--- src/rtl/sha3_pkg.sv ---
// Shared SHA3 types and digest-length helpers used by the loader, round core and output stage.
package sha3_pkg;

  localparam int unsigned MAX_DIGEST = 512;
  localparam int unsigned CNT_W      = 6;

  typedef logic [4:0][4:0][63:0] keccak_state_t;

  typedef enum logic [1:0] {SHA3_224, SHA3_256, SHA3_384, SHA3_512} sha3_mode_t;

  // Digest length in bits; anything unrecognised falls back to SHA3-256.
  function automatic int unsigned digest_bits(sha3_mode_t mode);
    case (mode)
      SHA3_224: return 224;
      SHA3_384: return 384;
      SHA3_512: return 512;
      default:  return 256;
    endcase
  endfunction

  function automatic int unsigned beat_count(sha3_mode_t mode, int unsigned dw);
    return (digest_bits(mode) + dw - 1) / dw;
  endfunction

endpackage

--- src/rtl/sha3_digest_axis_out.sv ---
// SHA3 output stage: truncates the final Keccak state to the selected digest length
// and streams it least-significant beat first as an AXI-Stream master.
module sha3_digest_axis_out
  import sha3_pkg::*;
#(
  parameter int unsigned DATA_WIDTH = 16
) (
  input  logic                  ACLK,
  input  logic                  ARESETn,
  input  keccak_state_t         state_in,
  input  logic                  state_valid,
  input  logic [1:0]            state_tid,
  output logic                  state_ready,
  output logic                  M_TVALID,
  input  logic                  M_TREADY,
  output logic [DATA_WIDTH-1:0] M_TDATA,
  output logic                  M_TLAST,
  output logic [1:0]            M_TID,
  output logic                  digest_done
);

  localparam logic [1:0] IDLE = 2'd0;
  localparam logic [1:0] SEND = 2'd1;
  localparam logic [1:0] DONE = 2'd2;

  localparam int unsigned FLAT_W = 1600;

  logic [1:0]            state;
  logic [1:0]            state_n;
  logic [MAX_DIGEST-1:0] shreg;
  logic [MAX_DIGEST-1:0] shreg_n;
  logic [CNT_W-1:0]      cnt;
  logic [CNT_W-1:0]      cnt_n;
  logic [1:0]            tid_n;
  logic [FLAT_W-1:0]     flat;
  logic [MAX_DIGEST-1:0] mask;
  logic                  unused_upper;
  sha3_mode_t            mode;

  // Packed state order already matches lane index 5x+y, so the flat view is a plain reinterpretation.
  assign flat         = FLAT_W'(state_in);
  assign unused_upper = ^flat[FLAT_W-1:MAX_DIGEST];
  assign mode         = sha3_mode_t'(state_tid);
  assign mask         = {MAX_DIGEST{1'b1}} >> (MAX_DIGEST - digest_bits(mode));

  assign M_TDATA = shreg[DATA_WIDTH-1:0];

  // Next-state and datapath update; in SEND the registered M_TVALID is always high.
  always_comb begin
    state_n = state;
    shreg_n = shreg;
    cnt_n   = cnt;
    tid_n   = M_TID;
    case (state)
      IDLE: begin
        if (state_valid) begin
          shreg_n = flat[MAX_DIGEST-1:0] & mask;
          cnt_n   = CNT_W'(beat_count(mode, DATA_WIDTH) - 1);
          tid_n   = state_tid;
          state_n = SEND;
        end
      end
      SEND: begin
        if (M_TREADY) begin
          shreg_n = shreg >> DATA_WIDTH;
          if (cnt == '0) begin
            state_n = DONE;
          end else begin
            cnt_n = cnt - 1'b1;
          end
        end
      end
      DONE:    state_n = IDLE;
      default: state_n = IDLE;
    endcase
  end

  always_ff @(posedge ACLK or negedge ARESETn) begin
    if (!ARESETn) begin
      state <= IDLE;
    end else begin
      state <= state_n;
    end
  end

  // Outputs are registered from the next state so they line up with the state they describe.
  always_ff @(posedge ACLK or negedge ARESETn) begin
    if (!ARESETn) begin
      shreg       <= '0;
      cnt         <= '0;
      M_TID       <= '0;
      state_ready <= 1'b1;
      M_TVALID    <= 1'b0;
      M_TLAST     <= 1'b0;
      digest_done <= 1'b0;
    end else begin
      shreg       <= shreg_n;
      cnt         <= cnt_n;
      M_TID       <= tid_n;
      state_ready <= (state_n == IDLE);
      M_TVALID    <= (state_n == SEND);
      M_TLAST     <= (state_n == SEND) && (cnt_n == '0);
      digest_done <= (state_n == DONE);
    end
  end

endmodule

--- config.mk ---
export PLATFORM = sky130hd
export DESIGN_NAME = sha3_digest_axis_out
export DESIGN_NICKNAME = d
export VERILOG_FILES = /design/src/rtl/sha3_pkg.sv /design/src/rtl/sha3_digest_axis_out.sv
export SDC_FILE = /design/constraint.sdc
export NUM_CORES = 1
export LEC_CHECK = 0
export ABC_AREA = 1
export CAP_MARGIN = 30
export CORE_AREA = 2 2 639 641
export CTS_CLUSTER_DIAMETER = 200
export CTS_CLUSTER_SIZE = 30
export DETAILED_ROUTE_END_ITERATION = 10
export DIE_AREA = 0 0 641 643
export HOLD_SLACK_MARGIN = 0.08
export RECOVER_POWER = 25
export REMOVE_ABC_BUFFERS = 1
export SLEW_MARGIN = 20
export SYNTH_ARGS = -nofsm -noshare
export SYNTH_HDL_FRONTEND = slang
export SYNTH_SLANG_ARGS = --single-unit
--- constraint.sdc ---
create_clock -name ACLK -period 1.6 [get_ports ACLK]
set_input_delay 0.16 -clock ACLK [delete_from_list [all_inputs] [get_ports ACLK]]
set_output_delay 0.16 -clock ACLK [all_outputs]
set_load 0.02 [all_outputs]
==> metrics <==
final worst setup slack -0.345 ns; Peak VDD IR around 0.84 mV; CP arrival approximately 2.6 ns; crit path launch type flip-flop; total vias in the final route roughly 25,000; crit path launch state[0]; Top FF cell, synth dfrtp_1; Die Area around 0.41 mm²; Overall Power roughly 70,000 µW; Slew Limit Fails 0; cell area after synthesis between 0.02 and 0.025 mm²; Die Ht roughly 640 µm; post-DR vias/cell roughly 2.7; crit-path leading delay family buffers and inverters; Worst Hold Class input port to flip-flop; Clock Pin Slew Worst Setup and Hold Paths 0.14 ns; slowest cell on the critical path dfrtp_2; Top cell by count, worst path buf_12; status complete, but fails checks; largest area contributor in the netlist dfrtp_1; hpwl dp 99,300 µm; failing checks setup timing; hold path start state_in[183]; leakage roughly 0.017 µW; Hold Path Depth 3; largest net degree at the start of global routing 86; worst reg2reg endpoint shreg[29]; H-tree depth 1; Crit. End Element flip-flop; initial antenna violation count a little under 80; Fin Hold WS approximately 0.14 ns; RSZ-0062 raised after global routing true; crit path kind flip-flop to flip-flop; post-route DRC violation count 0; Rows around 230; Detail Route Antenna Nets 0; max-capacitance violation count 0; CTS Sinks approximately 530; count of buffer and inverter cells on the critical path 6; Placeable Area 0.405 mm²; synth cell count leaders dfrtp_1 (525), nand2_1 (420), o21ai_0 (241), a21oi_1 (227), nand3_1 (217); post-synthesis cell count roughly 2,700; minimum clock period slightly below 2 ns; R2R Setup Slk -0.34 ns; Layout Skew 0.0703 ns; global-route wire length before repair ~190,000 µm; Hold EP shreg[183]; Clock Path Buffers 3; CTS tree done; worst-path maximum fanout 9; Clock Latency Late Sink roughly 0.70 ns; Tightest Pin Transition approximately 1 ns; Final Hold Fails 0; synthesized flop and latch total about 530; Total Routing Usage GR approximately 6.3%; Initial Util ~6%; Synth top area share between 50% and 60%; Final Wtd Congestion approximately 0.79; Detailed Route WL 140,000 µm; Num CTS Buffers 24; top post-synthesis cells by area dfrtp_1 (54%), nand2_1 (6.4%), a2bb2oi_1 (5.4%), o21ai_0 (4.9%), a21oi_1 (4.6%); ys async rst share 100%; Area Growth Syn to Fin 86.1%; Netlist cell types 29; Post-synth EDFFs 0; critical path data required time around 2.2 ns; Remaining Overflow, GRT 0; drt first-iter violations slightly below 2,000; largest stage delay on the critical path 0.46 ns; Root Driver clkbuf_16; ratio of cells with drive above 1 in the final layout around 15%; power per cell area around 1500 mW/mm²; most common cell in the netlist dfrtp_1; IO Port Bufs ~540; Syn Area/Cell just over 9 µm²; Nets 5,302; Die W 641 µm; average routed wire per standard cell approximately 15 µm; IO Pins between 1,500 and 2,000; Critical Path, Cell by Cell buf_12 -> nand2_8 -> nand2_4 -> o21ai_4 -> buf_12 -> inv_16 -> buf_16 -> buf_12 -> o211ai_1 -> buf_4 -> o21ai_2; period utilisation layout 122%; r2r worst-path depth 11; sequential cell area fraction in the yosys report between 50% and 60%; R2R Path Start state[0]; Pre-Repair DR Iteration Count 6; fmax between 500 and 600 MHz; Synth Warn # 0; Slew headroom approximately a third; Final setup viols about 520; vias in the first global route between 20,000 and 25,000
[kinds of logic (layout without fill, tap and decap cells)]
group                    after synthesis  count (layout)  share of synthesized area (%)
adder cells (fa/ha/maj)                7               7                          0.357
buffers and inverters                446            1454                           8.18
AO/OA/AOI/OAI                       1053            1053                           26.4
other                                  0              30                              0
AND/OR/NAND/NOR                      661             661                           11.3
flip-flops                           526             526                           53.7
[through the flow]
step                area [µm²]  setup TNS (ns)  utilization (%)  setup WS, ns  cells
finish                   45600         -100.28             11.3        -0.345   9159
CTS                      44000         -133.65             10.9        -0.386   9074
floorplan                23200        -4779.23                -        -11.03   2426
global placement         38000         -279.96             9.38        -0.802   8635
global route             45600         -173.20             11.3        -0.450   9146
detailed placement       38000         -279.65             9.38        -0.772   8635
[worst max-delay path by stage]
stage                     depth (start not counted)          to
after global placement                           12  shreg[379]
final                                            11   shreg[29]
after CTS                                        10   shreg[29]
after floorplan                                   5  shreg[100]
after global routing                              9  shreg[256]
after detailed placement                         12  shreg[265]
[power by group]
group          switching [µW]  internal, µW  total (µW)
clock network            5110          3000        8110
logic                   18900         18100       37000
registers                3840         19500       23300
total                   27800         40600       68400
[cell usage in the layout, fill, tap and decap left out, types with 10 or more instances in the layout]
| cell | n |
|---|---|
| a2bb2oi_2 | 22 |
| a22oi_2 | 25 |
| dfrtp_1 | 524 |
| o21ai_1 | 230 |
| buf_4 | 170 |
| clkdlybuf4s50_1 | 528 |
| a22oi_1 | 108 |
| buf_12 | 76 |
| nor2_1 | 17 |
| inv_1 | 173 |
| o211ai_1 | 113 |
| o21ai_2 | 13 |
| dlygate4sd3_1 | 321 |
| o21ai_0 | 172 |
| clkbuf_16 | 45 |
| o22ai_1 | 10 |
| diode_2 | 30 |
| buf_16 | 49 |
| buf_6 | 32 |
| nand2_1 | 396 |
| buf_8 | 22 |
| nand2_2 | 17 |
| nand3_1 | 216 |
| a21oi_2 | 32 |
| a21oi_1 | 186 |
| a2bb2oi_1 | 130 |
[flip-flops by register name, summed over array words and instances (netlist names)]
register / flops
shreg: 512
cnt: 6
M_TID: 2
state: 2
M_TLAST: 1
M_TVALID: 1
digest_done: 1
state_ready: 1
[layout make-up]
| type | count | area (µm²) |
|---|---|---|
| well taps | 5428 | 6790 |
| clock inverters | 6 | 141 |
| inverters | 179 | 703 |
| flip-flops and latches | 526 | 13200 |
| repair inverters | 1 | 11.3 |
| clock buffers | 32 | 641 |
| repair buffers | 1236 | 14100 |
| multi-input cells | 1721 | 10000 |
| fillers | 46400 | 360000 |
| diodes | 30 | 75.1 |
[worst register-to-register path: stages (launching register included)]
cell and delay (ns):
dfrtp_2 0.46, buf_12 0.14, nand2_8 0.08, nand2_4 0.06
o21ai_4 0.12, buf_12 0.19, inv_16 0.06, buf_16 0.19
buf_12 0.15, o211ai_1 0.10, buf_4 0.20, o21ai_2 0.07
[timing repair]
item                                   in CTS  in global routing
gates resized for setup                   158                255
setup endpoints to repair                 533                535
pin swaps                                  12                 93
hold buffers                              322                  0
cloned                                     38                 24
endpoints found under the hold margin     846                  0
setup buffers                              42                 35
[layer usage]
metal | part of all wire, % | vias to the layer above | GRT usage (%)
li1 | - | 11500 | -
met3 | 5.6 | 237 | 1.12
met5 | 0.16 | - | 0
met1 | 41 | 12300 | 7.71
met2 | 49 | 1009 | 10.9
met4 | 4.1 | 32 | 2.22
(Power assumes the default switching activity.)
==> RTL edit: new RTL, config.mk and constraints unchanged <==
Change the package constant `CNT_W` from 6 to 3.
--- a/src/rtl/sha3_pkg.sv
+++ b/src/rtl/sha3_pkg.sv
@@ -4,3 +4,3 @@
   localparam int unsigned MAX_DIGEST = 512;
-  localparam int unsigned CNT_W      = 6;
+  localparam int unsigned CNT_W      = 3;
 
Function: same outputs for any inputs over 4 cycles, from zero or initial values and one cycle with ARESETn low; that may be too few to reach the edited logic, so the function may still have changed.
==> RTL edit against the original RTL <==
The run still ends with setup timing left; sequential cell count decreased by 3; design area decreased by 1.5%; die area unchanged; final cell count increased by 2.2%; clock skew decreased by 34 ps; synthesized area decreased by 2.7%; global-route usage decreased by 0.83 points; wire length decreased by 13%; non-clock buffer count increased by 31; power increased by 1.3%; setup slack improved by 110 ps; critical endpoint is now shreg[3]$_DFFE_PN0P_; largest cell class unchanged.
==> RTL edit: results (changes against the original RTL) <==
status: "finished, violations left"
violations: "setup timing"
r2r-start: "state[1]$_DFF_PN0_"
synth-compound-area-share: 0.1468  # -0.1176
finalWorstSetupSlack_ps: -238.1  # +106.8 ps
ys_seq_area_frac: 0.5485  # +0.01163
syn_inst: 2865  # +6.4%
nClkBuffers: 30  # -6.3%
worst_ir_drop_vdd_mv: 0.8449  # +0.21%
num-multi-input-gates: 2018  # +17%
synthAdderAreaFrac: 0.001049  # -0.002523
clock_area_frac: 0.01750  # +0.0003697
drtIter0Drc: 2019  # +4.2%
placed_area_mm2: 0.03693  # -2.9%
regArea_mm2: 0.01309  # -0.58%
top_regs: "shreg x512, cnt x3"
finalSetupViolCount: 499  # -4.8%
cpPeakStageDelay_ps: 430  # -30 ps
routabilityCongestion: 0.7792  # -1.8%
wl_met2_mm: 60.80  # -12%
rr_endpoint: "shreg[3]$_DFFE_PN0P_"
use_met3: 0.01025  # -0.0009358
met1_length_mm: 49.77  # -13%
finalNetCount: 5508  # +3.9%
grt_max_degree: 92  # +7.0%
buffers: 1267  # +2.5%
synth_area_leaders: "dfrtp_1, nand2_1, a31oi_1, nor2_1, nand3_1"
buf_share: 0.3181  # +0.009196
r2r_cells: 10  # -1
instances_no_fill: 9359  # +2.2%
pre_cts_slack_ps: -319.7  # +452.1 ps
intPower_w: 0.04060  # about the same
num-nonclk-inverters: 66  # -63%
min_to: "shreg[279]$_DFFE_PN0P_"
crit_path_top_delay_cell: "dfrtp_1"
grt_pass1_wl_mm: 164.5  # -11%
## RTL edit: how the worst max path moves through the flow
stage          slack (ps)                endpoint  depth (start not counted)               start
4_1_cts              -230   shreg[90]$_DFFE_PN0P_                          9  state[1]$_DFF_PN0_
3_3_place_gp         -360  shreg[253]$_DFFE_PN0P_                          7            M_TREADY
2_1_floorplan      -22550  shreg[224]$_DFFE_PN0P_                          5  state[1]$_DFF_PN0_
3_5_place_dp         -320  shreg[253]$_DFFE_PN0P_                          7            M_TREADY
5_1_grt              -330   shreg[80]$_DFFE_PN0P_                          8  state[1]$_DFF_PN0_
6_report             -240    shreg[3]$_DFFE_PN0P_                         10  state[1]$_DFF_PN0_
## RTL edit: what timing repair did
action	CTS	global route
endpoints found under the setup margin	528	516
hold endpoints to repair	990	0
hold buffers	447	0
setup buffers	30	25
gates resized for setup	165	139
gates cloned	24	31
pin swaps	26	13
## RTL edit: power groups by stage
stage | Combinational [W] | Sequential, W | Clock, W
finish | 0.0372 | 0.0239 | 0.00819
global route | 0.0413 | 0.0248 | 0.00895
CTS | 0.0344 | 0.0238 | 0.00862
detailed placement | 0.0293 | 0.0240 | 0
global placement | 0.0288 | 0.0239 | 0
floorplan | 0.00657 | 0.0175 | 0
## RTL edit: worst reg2reg max path, stage by stage (launching register included)
cell and delay (ps):
dfrtp_1 430, nor2_4 170, buf_6 120, nand2_4 60, nand2_8 140, buf_16 200, buf_12 160, buf_8 130
buf_12 130, clkbuf_16 140, a31oi_1 70
## RTL edit: cells by family (layout without fill, tap and decap cells)
kind of cell	after synthesis	after routing
simple gates	1451	1451
compound gates	565	565
other cells	0	19
flops	523	523
buf+inv	324	1371
fa+ha+maj	2	2
